`src/rtl/rst_seq_pkg.sv`:
```
// rtl/rst_seq_pkg.sv - shared types and helpers for the reset release sequencer
package rst_seq_pkg;

    typedef enum logic [2:0] {
        ST_HOLD     = 3'd0,
        ST_REL      = 3'd1,
        ST_WAIT_ACK = 3'd2,
        ST_GAP      = 3'd3,
        ST_READY    = 3'd4
    } state_e;

    function automatic int clog2(input int value);
        int r;
        r = 0;
        while ((1 << r) < value) begin
            r = r + 1;
        end
        return r;
    endfunction

    // Lowest set bit of vec at or above start; bit 3 of the result flags "none".
    function automatic logic [3:0] next_set_bit(input logic [7:0] vec, input logic [3:0] start);
        logic [3:0] r;
        r = 4'b1000;
        for (int i = 7; i >= 0; i--) begin
            if (vec[i] && (i >= int'(start))) begin
                r = 4'(i);
            end
        end
        return r;
    endfunction

endpackage

```
`src/rtl/rst_seq_tmr.sv`:
```
// rtl/rst_seq_tmr.sv - loadable saturating up-counter with clear, enable and terminal compare
module rst_seq_tmr #(
    parameter int W = 4
) (
    input  logic         clk_i,
    input  logic         rst_i,
    input  logic         clr_i,
    input  logic         en_i,
    input  logic         load_i,
    input  logic [W-1:0] load_val_i,
    input  logic [W-1:0] term_val_i,
    output logic [W-1:0] cnt_o,
    output logic         term_o
);

    logic [W-1:0] cnt_q;
    logic [W-1:0] cnt_d;

    always_comb begin
        cnt_d = cnt_q;
        if (clr_i) begin
            cnt_d = '0;
        end else if (load_i) begin
            cnt_d = load_val_i;
        end else if (en_i && (cnt_q != {W{1'b1}})) begin
            cnt_d = cnt_q + 1'b1;
        end
    end

    always_ff @(posedge clk_i) begin
        if (rst_i) begin
            cnt_q <= '0;
        end else begin
            cnt_q <= cnt_d;
        end
    end

    assign cnt_o  = cnt_q;
    assign term_o = (cnt_q == term_val_i);

endmodule

```
`src/rtl/rst_seq_ctrl.sv`:
```
// rtl/rst_seq_ctrl.sv - per-domain reset release sequencer with software reset
// RST_SEQ_WDOG_EN enables the ack timeout watchdog (TIMEOUT_ERR / ERR_DOM).
module rst_seq_ctrl
    import rst_seq_pkg::*;
#(
    parameter int NUM_DOM     = 4,
    parameter int HOLD_CYC    = 8,
    parameter int GAP_CYC     = 4,
    parameter int ACK_TIMEOUT = 64,
    localparam int IW         = (NUM_DOM > 1) ? clog2(NUM_DOM) : 1
) (
    input  logic               clk_i,
    input  logic               rst_i,
    input  logic [NUM_DOM-1:0] dom_ack_i,
    input  logic               sw_rst_req_i,
    input  logic [NUM_DOM-1:0] sw_rst_mask_i,
    output logic [NUM_DOM-1:0] dom_rst_n_o,
    output logic               busy_o,
    output logic               all_ready_o,
    output logic               timeout_err_o,
    output logic [IW-1:0]      err_dom_o
);

    localparam int TMAX0 = (HOLD_CYC > GAP_CYC) ? HOLD_CYC : GAP_CYC;
    localparam int TMAX  = (TMAX0 > ACK_TIMEOUT) ? TMAX0 : ACK_TIMEOUT;
    localparam int TW    = (clog2(TMAX + 1) > 0) ? clog2(TMAX + 1) : 1;

    state_e             state_q, state_d;
    logic [NUM_DOM-1:0] tgt_q, tgt_d;
    logic [IW-1:0]      idx_q, idx_d;
    logic [NUM_DOM-1:0] dom_rst_n_q, dom_rst_n_d;
    logic               busy_q;
    logic               all_ready_q;

    logic               tmr_clr;
    logic               tmr_en;
    logic [TW-1:0]      tmr_term_val;
    logic [TW-1:0]      tmr_cnt;
    logic               tmr_term;

    logic [7:0]         tgt_ext;
    logic [3:0]         first_set;
    logic [3:0]         after_idx;

    always_comb begin
        tgt_ext                = '0;
        tgt_ext[NUM_DOM-1:0]   = tgt_q;
    end

    assign first_set = next_set_bit(tgt_ext, 4'd0);
    assign after_idx = next_set_bit(tgt_ext, 4'(idx_q) + 4'd1);

`ifdef RST_SEQ_WDOG_EN
    logic               timeout_err_q, timeout_err_d;
    logic [IW-1:0]      err_dom_q, err_dom_d;
`endif

    always_comb begin
        state_d      = state_q;
        tgt_d        = tgt_q;
        idx_d        = idx_q;
        dom_rst_n_d  = dom_rst_n_q;
        tmr_clr      = 1'b0;
        tmr_en       = 1'b0;
        tmr_term_val = '0;
`ifdef RST_SEQ_WDOG_EN
        timeout_err_d = timeout_err_q;
        err_dom_d     = err_dom_q;
`endif
        case (state_q)
            ST_HOLD: begin
                dom_rst_n_d  = dom_rst_n_q & ~tgt_q;
                tmr_term_val = TW'(HOLD_CYC - 1);
                if (tmr_term) begin
                    state_d = ST_REL;
                    idx_d   = IW'(first_set[2:0]);
                    tmr_clr = 1'b1;
                end else begin
                    tmr_en = 1'b1;
                end
            end
            ST_REL: begin
                dom_rst_n_d[idx_q] = 1'b1;
                tmr_clr            = 1'b1;
                state_d            = ST_WAIT_ACK;
            end
            ST_WAIT_ACK: begin
                if (dom_ack_i[idx_q]) begin
                    state_d = ST_GAP;
                    tmr_clr = 1'b1;
                end else begin
`ifdef RST_SEQ_WDOG_EN
                    // The released domain stays out of reset; a timeout only flags it.
                    tmr_term_val = TW'(ACK_TIMEOUT - 1);
                    if (tmr_term) begin
                        timeout_err_d = 1'b1;
                        err_dom_d     = idx_q;
                        state_d       = ST_GAP;
                        tmr_clr       = 1'b1;
                    end else begin
                        tmr_en = 1'b1;
                    end
`endif
                end
            end
            ST_GAP: begin
                tmr_term_val = TW'(GAP_CYC);
                if (tmr_term) begin
                    tmr_clr = 1'b1;
                    if (after_idx[3]) begin
                        state_d = ST_READY;
                    end else begin
                        state_d = ST_REL;
                        idx_d   = IW'(after_idx[2:0]);
                    end
                end else begin
                    tmr_en = 1'b1;
                end
            end
            ST_READY: begin
                if (sw_rst_req_i && (sw_rst_mask_i != '0)) begin
                    tgt_d       = sw_rst_mask_i;
                    dom_rst_n_d = dom_rst_n_q & ~sw_rst_mask_i;
                    state_d     = ST_HOLD;
                    tmr_clr     = 1'b1;
                end
            end
            default: begin
                state_d = ST_HOLD;
            end
        endcase
    end

    always_ff @(posedge clk_i) begin
        if (rst_i) begin
            state_q     <= ST_HOLD;
            tgt_q       <= '1;
            idx_q       <= '0;
            dom_rst_n_q <= '0;
            busy_q      <= 1'b1;
            all_ready_q <= 1'b0;
        end else begin
            state_q     <= state_d;
            tgt_q       <= tgt_d;
            idx_q       <= idx_d;
            dom_rst_n_q <= dom_rst_n_d;
            busy_q      <= (state_d != ST_READY);
            all_ready_q <= (state_d == ST_READY) && (&dom_ack_i);
        end
    end

`ifdef RST_SEQ_WDOG_EN
    always_ff @(posedge clk_i) begin
        if (rst_i) begin
            timeout_err_q <= 1'b0;
            err_dom_q     <= '0;
        end else begin
            timeout_err_q <= timeout_err_d;
            err_dom_q     <= err_dom_d;
        end
    end

    assign timeout_err_o = timeout_err_q;
    assign err_dom_o     = err_dom_q;
`else
    assign timeout_err_o = 1'b0;
    assign err_dom_o     = '0;
`endif

    rst_seq_tmr #(
        .W (TW)
    ) u_tmr (
        .clk_i      (clk_i),
        .rst_i      (rst_i),
        .clr_i      (tmr_clr),
        .en_i       (tmr_en),
        .load_i     (1'b0),
        .load_val_i ({TW{1'b0}}),
        .term_val_i (tmr_term_val),
        .cnt_o      (tmr_cnt),
        .term_o     (tmr_term)
    );

    assign dom_rst_n_o = dom_rst_n_q;
    assign busy_o      = busy_q;
    assign all_ready_o = all_ready_q;

endmodule

```
`config.mk`:
```
export PLATFORM = sky130hd
export DESIGN_NAME = rst_seq_ctrl
export DESIGN_NICKNAME = d
export VERILOG_FILES = /design/src/rtl/rst_seq_pkg.sv /design/src/rtl/rst_seq_tmr.sv /design/src/rtl/rst_seq_ctrl.sv
export SDC_FILE = /design/constraint.sdc
export NUM_CORES = 1
export LEC_CHECK = 0
export BUFFER_PORTS_ARGS = -buffer_cell sky130_fd_sc_hd__buf_2
export CAP_MARGIN = 20
export CORE_UTILIZATION = 40
export CTS_CLUSTER_DIAMETER = 120
export DETAILED_ROUTE_END_ITERATION = 16
export GPL_ROUTABILITY_DRIVEN = 1
export SYNTH_ARGS = -nofsm -noshare
export SYNTH_HDL_FRONTEND = slang
export SYNTH_SLANG_ARGS = --single-unit
```
`constraint.sdc`:
```
create_clock -name clk_i -period 2.55 [get_ports clk_i]
set_clock_uncertainty 0.15 [all_clocks]
set_input_delay 0.6375 -clock clk_i [delete_from_list [all_inputs] [get_ports clk_i]]
set_output_delay 0.6375 -clock clk_i [all_outputs]
set_load 0.05 [all_outputs]
```
==> results by stage <==
STA:
- The tightest hold path in the finished design has a slack of 340 ps.
- The aggregate negative setup slack is 0 ps.
- The worst slew slack as a fraction of its limit is 57.6%.
- The number of pins with negative max-slew slack in the final report is 0.
- Derived from the worst setup path, the maximum achievable clock frequency is 0.493 GHz.
- For the pin with the worst max-slew slack, the measured transition is 635 ps.
- Setup violations remaining at the end of the flow were counted as 0.
- Counting I/O delays and the setup requirement, the final critical path takes 2030 ps.
- Setup repair after global routing left no endpoint under its margin.
- The final hold violation count is 0.
- Dividing the final minimum period by the clock period gives 79.5%.

Placement:
- Once detailed placement completed, the half-perimeter wirelength came to 2000 µm.
- The congestion estimate from routability-driven global placement came to 0.828.
- During placement, the flow inserted port buffers numbering 16.

Clocking:
- The post-cts hold buffer count is 0.
- The number of buffers added by the clock tree synthesis step is 3.
- The clock drives 22 sinks.
- The post-CTS setup buffer count is 0.
- TritonCTS built the clock tree.
- The latest clock arrival within the worst-skew pair is 300 ps.
- The count of H-tree levels built during CTS is 1.
- The buffer levels on the longest clock path is 2.
- The clock transition at the registers of the reported paths is 130 ps.
- The cell sitting at the root of the clock tree is a clkbuf_4.
- The post-CTS resize count is 0.

Synth:
- The number of register bits inferred by synthesis is 22.
- The synthesized netlist occupies a cell area of 0.00133 mm².
- The sequential element share of the synthesized area is 33.0%.
- The async set-reset flop share out of synthesis is 0%.
- The commonest cells after synthesis are dfxtp_1, nor2_1, a21oi_1, o21ai_0, nand2_1.
- By instance count, the leading cell after synthesis is dfxtp_1.
- In this run, synthesis inferred 0 flip-flops with an integrated enable.
- The largest area contributor in the netlist is dfxtp_1.
- In this run, distinct cell masters in the synthesized netlist total 53.
- The average cell area after synthesis is 8.72 µm².
- The gate count of the mapped netlist is 153.
- The number of warnings reported in the yosys synthesis log is 0.
- In the post-synthesis netlist, the biggest area contributors are dfxtp_1, nor2_1, a21oi_1, o21ai_0, xor2_1.
- In this run the biggest area consumer among cell types represents 33.0% of the synthesized area.
- For this run, the leading register cell type out of synthesis is dfxtp_1.

Worst setup path:
- The worst path buffer plus inverter count is 0.
- Data on the critical path is required at its endpoint by 2610 ps.
- For this run, the slowest stage of the critical path takes 530 ps.
- The data arrival time of the critical path is 2090 ps.
- The cell family with the largest share of critical-path delay is simple AND/OR/NAND/NOR gates.
- The critical path goes through nor3_4 -> mux2i_4 -> nand3_2 -> nor2_2 -> mux2_4.
- The launching instance or port of the critical path is state_q[2].
- In this run the number of cells on the critical path is 5.
- The number of cells on the worst reg-to-reg path is 5.
- The critical path endpoint is idx_q[1].
- For flop-to-flop paths, the worst setup slack is 520 ps.
- The kind of start point of the critical path is a flip-flop.
- In this run the critical register-to-register path is captured at idx_q[1].
- The critical path in this run is classified as reg2reg.
- The worst-path cell with the longest stage delay is dfxtp_1.
- The element type at the critical path end is a flip-flop.
- The biggest fanout along the worst timing path is 18.
- The worst reg2reg path startpoint is state_q[2].

Global routing:
- The largest net degree at the start of global routing is 19.
- The total global routing track utilization is 16.7%.
- The via count of the first global-routing pass is 1052.
- The global-route wire length before repair is 4590 µm.
- The final global-route overflow total is 0.
- The number of antenna violations at the first check in global routing is 0.

Layout:
- The area growth from synthesis to layout is 8.25%.
- At the end of the flow, the number of nets in the layout was 178.
- In the final layout, the share of cells above drive strength 1 is 22.4%.
- 0 antenna diodes ended up in the layout.

Drt:
- For this run, the detailed router's first-pass iteration total came to 4.
- The detailed-route wire length is 2710 µm.
- After detailed routing, the average wire length per cell comes to 13.0 µm.
- The total via count after detailed routing is 1142.
- After detailed routing, the number of vias per cell comes to 5.46.
- After detailed routing, the number of remaining DRC violations is 0.
- The remaining antenna violation count is 0.
- For this block, the initial DRC count from the detailed router was 55.

Worst hold path:
- The worst hold-check path type is reg2reg.
- The startpoint identified for the worst hold timing path is dom_rst_n_o[0].

Power and ir drop:
- For this design the static power due to leakage is 0.572 nW.
- The cell area power density is 430 mW/mm².
- The worst IR drop on VDD is 0.202 mV.

Die:
- The number of placed I/O pins is 20.
- The floorplan step defined a core boundary enclosing 0.00310 mm².
- For this configuration, the core starts out at a cell density of 43.0%.
- The die covers 0.00357 mm².
- The width of the chip is 59.7 µm.
- The chip height is 59.7 µm.
- Row generation in the floorplan step produced 20 rows.

Run status:
- The run finished with clean final reports.

Flow run:
- Across the run, the number of max-cap violations was 0.
==> placed cells by master (no fill, tap or decap), drive strengths merged, types with 3 or more instances in the layout <==
cell,count
dfxtp,22
nor2,20
buf,17
o21ai,10
a21oi,9
nand2,8
nand3,7
inv,6
nor3,6
nor2b,5
xor2,5
nand4,5
clkbuf,4
a211o,3
conb,3
mux2i,3
nor4,3
o211ai,3
==> worst register-to-register path, cell delays in order, from the launching register on <==
cell     delay [ps]
dfxtp_1         530
nor3_4          280
mux2i_4         320
nand3_2         190
nor2_2          170
mux2_4          300
==> stage by stage <==
stage | worst slack (ps) | power [mW] | cells | area, µm² | util (%)
finish | 522 | 0.621 | 209 | 1440 | 46.5
global route | 387 | 0.650 | 209 | 1440 | 46.5
CTS | 510 | 0.625 | 209 | 1440 | 46.5
detailed placement | 523 | 0.438 | 205 | 1410 | 45.4
global placement | 552 | 0.435 | 205 | 1410 | 45.4
floorplan | 663 | 0.421 | 155 | 1340 | -
==> report_power, final <==
part / total [mW] / internal (mW) / switching, mW
clock network: 0.191 / 0.0870 / 0.104
registers: 0.359 / 0.350 / 0.00871
logic: 0.0718 / 0.0265 / 0.0452
total: 0.621 / 0.464 / 0.158
==> registers in the layout, indices dropped and copies added, names as in the netlist <==
name	cells
idx_q	2
state_q	3
busy_o	1
tgt_q	4
u_tmr.cnt_o	7
all_ready_o	1
dom_rst_n_o	4
==> cell families (layout without fill, tap and decap cells) <==
family                   count (synthesis)  in the layout  synth area share (%)
XOR/XNOR                                 5              5                  3.85
adder cells (fa/ha/maj)                  1              1                 0.938
flip-flops                              22             22                  33.0
AND/OR/NAND/NOR                         64             64                  28.0
AO/OA/AOI/OAI                           37             37                  19.7
other                                    1              3                 0.281
buffers and inverters                   17             27                  7.41
multiplexers                             6              6                  6.85
==> final cells by class <==
| class | count | area [µm²] |
|---|---|---|
| Clock buffer | 4 | 36.3 |
| Fill cell | 332 | 1660 |
| Inverter | 6 | 22.5 |
| Multi-Input combinational cell | 116 | 802 |
| Sequential cell | 22 | 440 |
| Tap cell | 44 | 55.1 |
| Timing Repair Buffer | 17 | 87.6 |
==> worst min path at each step <==
stage / to / slack, ps / depth (start not counted)
final: dom_rst_n_o[0] / 340 / 2
after global routing: dom_rst_n_o[0] / 360 / 2
after CTS: dom_rst_n_o[0] / 340 / 2
after detailed placement: dom_rst_n_o[0] / 320 / 2
after global placement: dom_rst_n_o[0] / 310 / 2
after floorplan: tgt_q[3] / 350 / 2
==> per-layer routing <==
layer	global-route usage [%]	part of all wire (%)
met5	0	0
met4	6.31	0.70
met3	1.95	2.0
met2	27.6	47
met1	22.1	50
Note: power is estimated with default switching activity, not from simulation.
